<file path="src/rtl/adder_arbiter_pkg.sv">
// Shared types and constants for the adder arbiter: FSM states, default sizing,
// and the adder's saturation limits.
package adder_arbiter_pkg;

  localparam int unsigned ARB_NUM_REQ = 4;
  localparam int unsigned ARB_WIDTH   = 16;
  localparam int unsigned ARB_TIMEOUT = 15;

  typedef enum logic [1:0] {
    S_IDLE    = 2'd0,
    S_ISSUE   = 2'd1,
    S_WAIT    = 2'd2,
    S_RESPOND = 2'd3
  } state_t;

  // Saturated results produced by the shared adder at its two limits
  localparam logic [ARB_WIDTH-1:0] SAT_MAX = {1'b0, {(ARB_WIDTH-1){1'b1}}};
  localparam logic [ARB_WIDTH-1:0] SAT_MIN = {1'b1, {(ARB_WIDTH-1){1'b0}}};

endpackage

</file>
<file path="src/rtl/adder_arbiter_rr_grant.sv">
// Combinational round-robin picker: first requester set after i_last, with wrap.
module adder_arbiter_rr_grant
  import adder_arbiter_pkg::*;
#(
  parameter int unsigned NUM_REQ = ARB_NUM_REQ,
  parameter int unsigned IDX_W   = $clog2(ARB_NUM_REQ)
) (
  input  logic [NUM_REQ-1:0] i_req,
  input  logic [IDX_W-1:0]   i_last,
  output logic [NUM_REQ-1:0] o_grant_c,
  output logic [IDX_W-1:0]   o_idx_c,
  output logic               o_any_c
);

  logic [IDX_W-1:0] w_k;

  // Scan i_last+1 .. i_last+NUM_REQ (mod NUM_REQ); i_last itself is checked last
  always_comb begin
    o_grant_c = '0;
    o_idx_c   = '0;
    o_any_c   = 1'b0;
    w_k       = '0;
    for (int unsigned i = 1; i <= NUM_REQ; i++) begin
      w_k = IDX_W'((32'(i_last) + i) % NUM_REQ);
      if (!o_any_c && i_req[w_k]) begin
        o_any_c        = 1'b1;
        o_idx_c        = w_k;
        o_grant_c[w_k] = 1'b1;
      end
    end
  end

endmodule

</file>
<file path="src/rtl/adder_arbiter.sv">
// Round-robin arbiter sharing one saturating adder among NUM_REQ requesters.
// Optional WAIT-state abort selected by macro ADDER_ARB_TIMEOUT_EN.
module adder_arbiter
  import adder_arbiter_pkg::*;
#(
  parameter int unsigned NUM_REQ = ARB_NUM_REQ,
  parameter int unsigned WIDTH   = ARB_WIDTH
`ifdef ADDER_ARB_TIMEOUT_EN
  ,
  parameter int unsigned TIMEOUT = ARB_TIMEOUT
`endif
) (
  input  logic                     clk,
  input  logic                     reset,
  input  logic [NUM_REQ-1:0]       i_req_valid,
  output logic [NUM_REQ-1:0]       o_req_ready,
  input  logic [NUM_REQ*WIDTH-1:0] i_req_a,
  input  logic [NUM_REQ*WIDTH-1:0] i_req_b,
  output logic [NUM_REQ-1:0]       o_rsp_valid,
  output logic [WIDTH-1:0]         o_rsp_sum,
  output logic                     o_rsp_err,
  output logic                     o_busy,
  output logic                     o_add_enable,
  output logic [WIDTH-1:0]         o_add_a,
  output logic [WIDTH-1:0]         o_add_b,
  input  logic [WIDTH-1:0]         i_add_sum,
  input  logic                     i_add_done
);

  localparam int unsigned IDX_W = (NUM_REQ > 1) ? $clog2(NUM_REQ) : 1;

  state_t             r_state;
  logic [IDX_W-1:0]   r_last_grant;
  logic [IDX_W-1:0]   r_grant_idx;
  logic [NUM_REQ-1:0] r_rsp_valid;
  logic [WIDTH-1:0]   r_rsp_sum;
  logic               r_busy;
  logic               r_add_enable;
  logic [WIDTH-1:0]   r_add_a;
  logic [WIDTH-1:0]   r_add_b;

  logic [NUM_REQ-1:0] w_grant;
  logic [IDX_W-1:0]   w_idx;
  logic               w_any;

  adder_arbiter_rr_grant #(
    .NUM_REQ (NUM_REQ),
    .IDX_W   (IDX_W)
  ) u_rr_grant (
    .i_req     (i_req_valid),
    .i_last    (r_last_grant),
    .o_grant_c (w_grant),
    .o_idx_c   (w_idx),
    .o_any_c   (w_any)
  );

  // Accept is combinational so the requester sees it in the cycle it is granted
  assign o_req_ready  = (r_state == S_IDLE) ? w_grant : '0;
  assign o_rsp_valid  = r_rsp_valid;
  assign o_rsp_sum    = r_rsp_sum;
  assign o_busy       = r_busy;
  assign o_add_enable = r_add_enable;
  assign o_add_a      = r_add_a;
  assign o_add_b      = r_add_b;

`ifdef ADDER_ARB_TIMEOUT_EN
  localparam int unsigned CNT_W = $clog2(TIMEOUT) + 1;
  logic [CNT_W-1:0] r_cnt;
  logic             r_rsp_err;
  assign o_rsp_err = r_rsp_err;
`else
  assign o_rsp_err = 1'b0;
`endif

  always_ff @(posedge clk) begin
    if (reset) begin
      r_state      <= S_IDLE;
      r_last_grant <= IDX_W'(NUM_REQ - 1);
      r_grant_idx  <= '0;
      r_rsp_valid  <= '0;
      r_rsp_sum    <= '0;
      r_busy       <= 1'b0;
      r_add_enable <= 1'b0;
      r_add_a      <= '0;
      r_add_b      <= '0;
`ifdef ADDER_ARB_TIMEOUT_EN
      r_cnt        <= '0;
      r_rsp_err    <= 1'b0;
`endif
    end else begin
      r_add_enable <= 1'b0;
      r_rsp_valid  <= '0;
      case (r_state)
        S_IDLE: begin
          if (w_any) begin
            r_grant_idx  <= w_idx;
            r_add_a      <= i_req_a[32'(w_idx)*WIDTH +: WIDTH];
            r_add_b      <= i_req_b[32'(w_idx)*WIDTH +: WIDTH];
            r_add_enable <= 1'b1;
            r_busy       <= 1'b1;
            r_state      <= S_ISSUE;
          end
        end
        S_ISSUE: r_state <= S_WAIT;
        S_WAIT: begin
          // rsp_valid is loaded here so it is high exactly while in RESPOND
          if (i_add_done) begin
            r_rsp_sum   <= i_add_sum;
            r_rsp_valid <= NUM_REQ'(1) << r_grant_idx;
            r_state     <= S_RESPOND;
`ifdef ADDER_ARB_TIMEOUT_EN
            r_rsp_err   <= 1'b0;
            r_cnt       <= '0;
          end else if (r_cnt == CNT_W'(TIMEOUT - 1)) begin
            r_rsp_sum   <= '0;
            r_rsp_err   <= 1'b1;
            r_rsp_valid <= NUM_REQ'(1) << r_grant_idx;
            r_cnt       <= '0;
            r_state     <= S_RESPOND;
          end else begin
            r_cnt       <= r_cnt + CNT_W'(1);
`endif
          end
        end
        S_RESPOND: begin
          r_last_grant <= r_grant_idx;
          r_busy       <= 1'b0;
          r_state      <= S_IDLE;
        end
        default: r_state <= S_IDLE;
      endcase
    end
  end

endmodule

</file>
<file path="config.mk">
export PLATFORM = sky130hd
export DESIGN_NAME = adder_arbiter
export DESIGN_NICKNAME = d
export VERILOG_FILES = /design/src/rtl/adder_arbiter_pkg.sv /design/src/rtl/adder_arbiter_rr_grant.sv /design/src/rtl/adder_arbiter.sv
export SDC_FILE = /design/constraint.sdc
export NUM_CORES = 1
export LEC_CHECK = 0
export ABC_AREA = 1
export CORE_MARGIN = 2
export CORE_UTILIZATION = 35
export CTS_CLUSTER_DIAMETER = 120
export CTS_CLUSTER_SIZE = 24
export DETAILED_ROUTE_END_ITERATION = 8
export PLACE_DENSITY = 0.75
export SETUP_SLACK_MARGIN = 0.4
export SLEW_MARGIN = 20
export SYNTH_ARGS = -nofsm -noshare
export SYNTH_HDL_FRONTEND = slang
export SYNTH_HIERARCHICAL = 1
export SYNTH_SLANG_ARGS = --single-unit
</file>
<file path="constraint.sdc">
create_clock -name clk -period 2.52 [get_ports clk]
set_input_delay 0.504 -clock clk [delete_from_list [all_inputs] [get_ports clk]]
set_output_delay 0.504 -clock clk [all_outputs]
set_load 0.05 [all_outputs]
</file>
==> impl_metrics.tcl <==
set metrics [dict create \
    outcome "finished, final reports clean" \
    start_util 0.355 \
    hp-class "reg -> reg" \
    cts-buffers-inserted 9 \
    critPathLaunch "r_last_grant[0]$_SDFFE_PP1P_" \
    drc 0 \
    ant_nets 0 \
    crit_fanout 7 \
    total_power_mw 8.12 \
    synth_compound_area_frac 0.155 \
    max_clock_freq_ghz 0.409 \
    whs_path_depth 1 \
    synth_edf_count 0 \
    area_growth_pct 81.0 \
    grt_pass1_wl_um 21000 \
    synth_top_family_by_area "simple AND/OR/NAND/NOR gates" \
    cp-start-kind "flop" \
    synthFlopType "dfxtp_1" \
    diodes 0 \
    slew_headroom 0.632 \
    synth-seq-cells 60 \
    combinationalPowerShare 0.704 \
    gr-total-overflow 0 \
    first_global_vias 4280 \
    drive_gt1_frac 0.145 \
    die_w_um 106 \
    min-delay-start "r_grant_idx[0]$_SDFFE_PP0P_" \
    skew_ns 0.00878 \
    die_y_um 106 \
    critical_path.max_stage_delay_ns 0.40 \
    num_vias 4571 \
    tightestPinTransition_ns 0.551 \
    ys_seq_area_frac 0.333 \
    synth_simple_gate_area_frac 0.387 \
    async_flop_share 0 \
    die_area_um2 11100 \
    pwr-share-seq 0.177 \
    clk_pin_slew_ns 0.08 \
    gp_congestion 0.960 \
    grt_antenna_before_repair 0 \
    cp-end-kind "output pin" \
    cts.sinks 60 \
    setup_violations 0 \
    drt_wl_total_um 13700 \
    maxCapViolCount 0 \
    routed_via_density 5.01 \
    worstPathRequired_ns 2.02 \
    p_sw_frac 0.493 \
    r2r_cells 15 \
    synthesis.area_um2 3610 \
    period_share 0.971 \
    core.rowCount 37 \
    synth-adder-area-share 0.0381 \
    p_switching_mw 4.00 \
    netlist-cell-type-count 29 \
    clk_latency_ns 0.33 \
    portBuffers 208 \
    synthMuxAreaShare 0 \
    crit_type "reg -> out" \
    ios 210 \
    synth_xor_area_frac 0 \
    fillers 898 \
    cts_tree "yes" \
    regToRegStartpoint "r_last_grant[0]$_SDFFE_PP1P_" \
    grt_max_degree 34 \
    layout_common_cells "200 x clkdlybuf4s50_1, 177 x nand2_1, 77 x nand3_1, 58 x dfxtp_1, 43 x nor2_1" \
    pwr-share-clk 0.119 \
    cp_slowest_cell "dfxtp_4" \
    hold_viol 0 \
    syn_nets 717 \
    grt_setup_unrepaired "true" \
    yosysWarnings 6 \
    h-tree-depth 3 \
    ir_worst_vdd_mv 0.625 \
    dp_hpwl_um 9750 \
    p_int_mw 4.12 \
    syn_inst 555 \
    synth.avg_cell_area_um2 6.51 \
    first_pass_iters 6 \
    nets 934 \
    final_common_cell "clkdlybuf4s50_1" \
    drt_iter0_markers 282 \
    cts_root_buf "clkbuf_8" \
    grt_usage 0.234 \
    power.density_nw_per_um2 1240 \
    wire_per_inst_um 15.0 \
    finalWorstPathRequiredPeriod_ns 2.45 \
    worstPathCellList "inv_8 -> buf_12 -> nand2_1 -> nand3_2 -> nand2_4 -> inv_4 -> nor2_8 -> nand3_1 -> nand3_1 -> nand2_2 -> clkinvlp_4 -> buf_12" \
    clockBufferDepth 2 \
    final-max-slew-violation-count 0 \
    arrival_ns 1.94 \
    power_leakage_nw 2.76 \
    tns_ns 0 \
    core_um2 10200 \
]
## final cells by class
cell class	instances	area [um^2]	share of cell area
inverters	25	134	0.0205
well taps	136	170	0.0260
clock buffers	9	124	0.0189
repair buffers	239	2580	0.395
multi-input cells	437	2220	0.340
clock inverters	7	98.8	0.0151
flip-flops and latches	60	1210	0.185
## worst max-delay path, delay by kind of cell, from the launching register on
| kind | cells | cell delay, ns |
|---|---|---|
| flip-flops | 1 | 0.40 |
| AND/OR/NAND/NOR | 7 | 0.74 |
| buffers and inverters | 5 | 0.45 |
## worst paths after layout
kind / end / slack [ns]
setup / recovery: o_req_ready[2] / 0.07
hold / removal: o_rsp_valid[0]$_SDFF_PP0_ / 0.46
setup reg to reg: o_add_a[4]$_SDFFE_PP0P_ / 0.19
hold reg to reg: o_rsp_valid[0]$_SDFF_PP0_ / 0.46
## metal layers
layer | part of all wire | vias up | track usage | wire, um
met5 | 0 | - | 0 | 0
met3 | 0.073 | 24 | 0.0513 | 995
met4 | 0.023 | 0 | 0.0818 | 314
li1 | - | 2266 | - | -
met2 | 0.49 | 208 | 0.424 | 6750
met1 | 0.41 | 2073 | 0.269 | 5620
## logic make-up after synthesis
group                    after synthesis
adder cells (fa/ha/maj)               11
AND/OR/NAND/NOR                      327
flip-flops                            60
buffers and inverters                 58
other                                  1
AO/OA/AOI/OAI                         98
## sequential cells by signal, summed over array words and instances (netlist names)
| register | count |
|---|---|
| o_rsp_valid | 4 |
| o_add_b | 16 |
| r_state | 2 |
| o_busy | 1 |
| r_grant_idx | 2 |
| r_last_grant | 2 |
| o_add_a | 16 |
| o_rsp_sum | 16 |
| o_add_enable | 1 |
## per-stage QoR
stage               worst slack [ns]   util  hold slack (ns)  std cells  area [um^2]
global route                 -0.0249  0.642            0.474        913         6540
floorplan                      0.448      -            0.414        555         3640
global placement             -0.0316  0.580            0.429        878         5910
detailed placement           -0.0542  0.580            0.432        878         5910
finish                        0.0742  0.642            0.457        913         6540
CTS                           0.0493  0.634            0.448        908         6460
## synthesized netlist by cell type, types with 9 or more instances
master | n | share of area
a21oi_1 | 26 | 0.036
clkbuf_1 | 12 | 0.012
inv_1 | 18 | 0.019
buf_2 | 9 | 0.012
nand2_1 | 186 | 0.19
o21ai_1 | 30 | 0.042
o21ai_0 | 21 | 0.029
ha_1 | 11 | 0.038
dfxtp_1 | 60 | 0.33
nor2_1 | 43 | 0.045
a21oi_2 | 13 | 0.032
nand3_1 | 81 | 0.11
## power groups by stage
stage / clock network (mW) / registers, mW / logic (mW)
2_1_floorplan: 0 / 2.34 / 2.52
3_3_place_gp: 0 / 1.44 / 4.93
3_5_place_dp: 0 / 1.45 / 4.99
4_1_cts: 0.993 / 1.43 / 5.61
5_1_grt: 1.04 / 1.48 / 6.12
6_report: 0.968 / 1.44 / 5.71
## repair_timing
action | in CTS | in global routing
setup buffers | 10 | 5
hold buffers | 0 | 0
pin swaps | 15 | 7
endpoints found under the setup margin | 37 | 37
resized for setup | 35 | 15
gates cloned | 4 | 0
No activity file was read; power rests on OpenSTA's default activity.
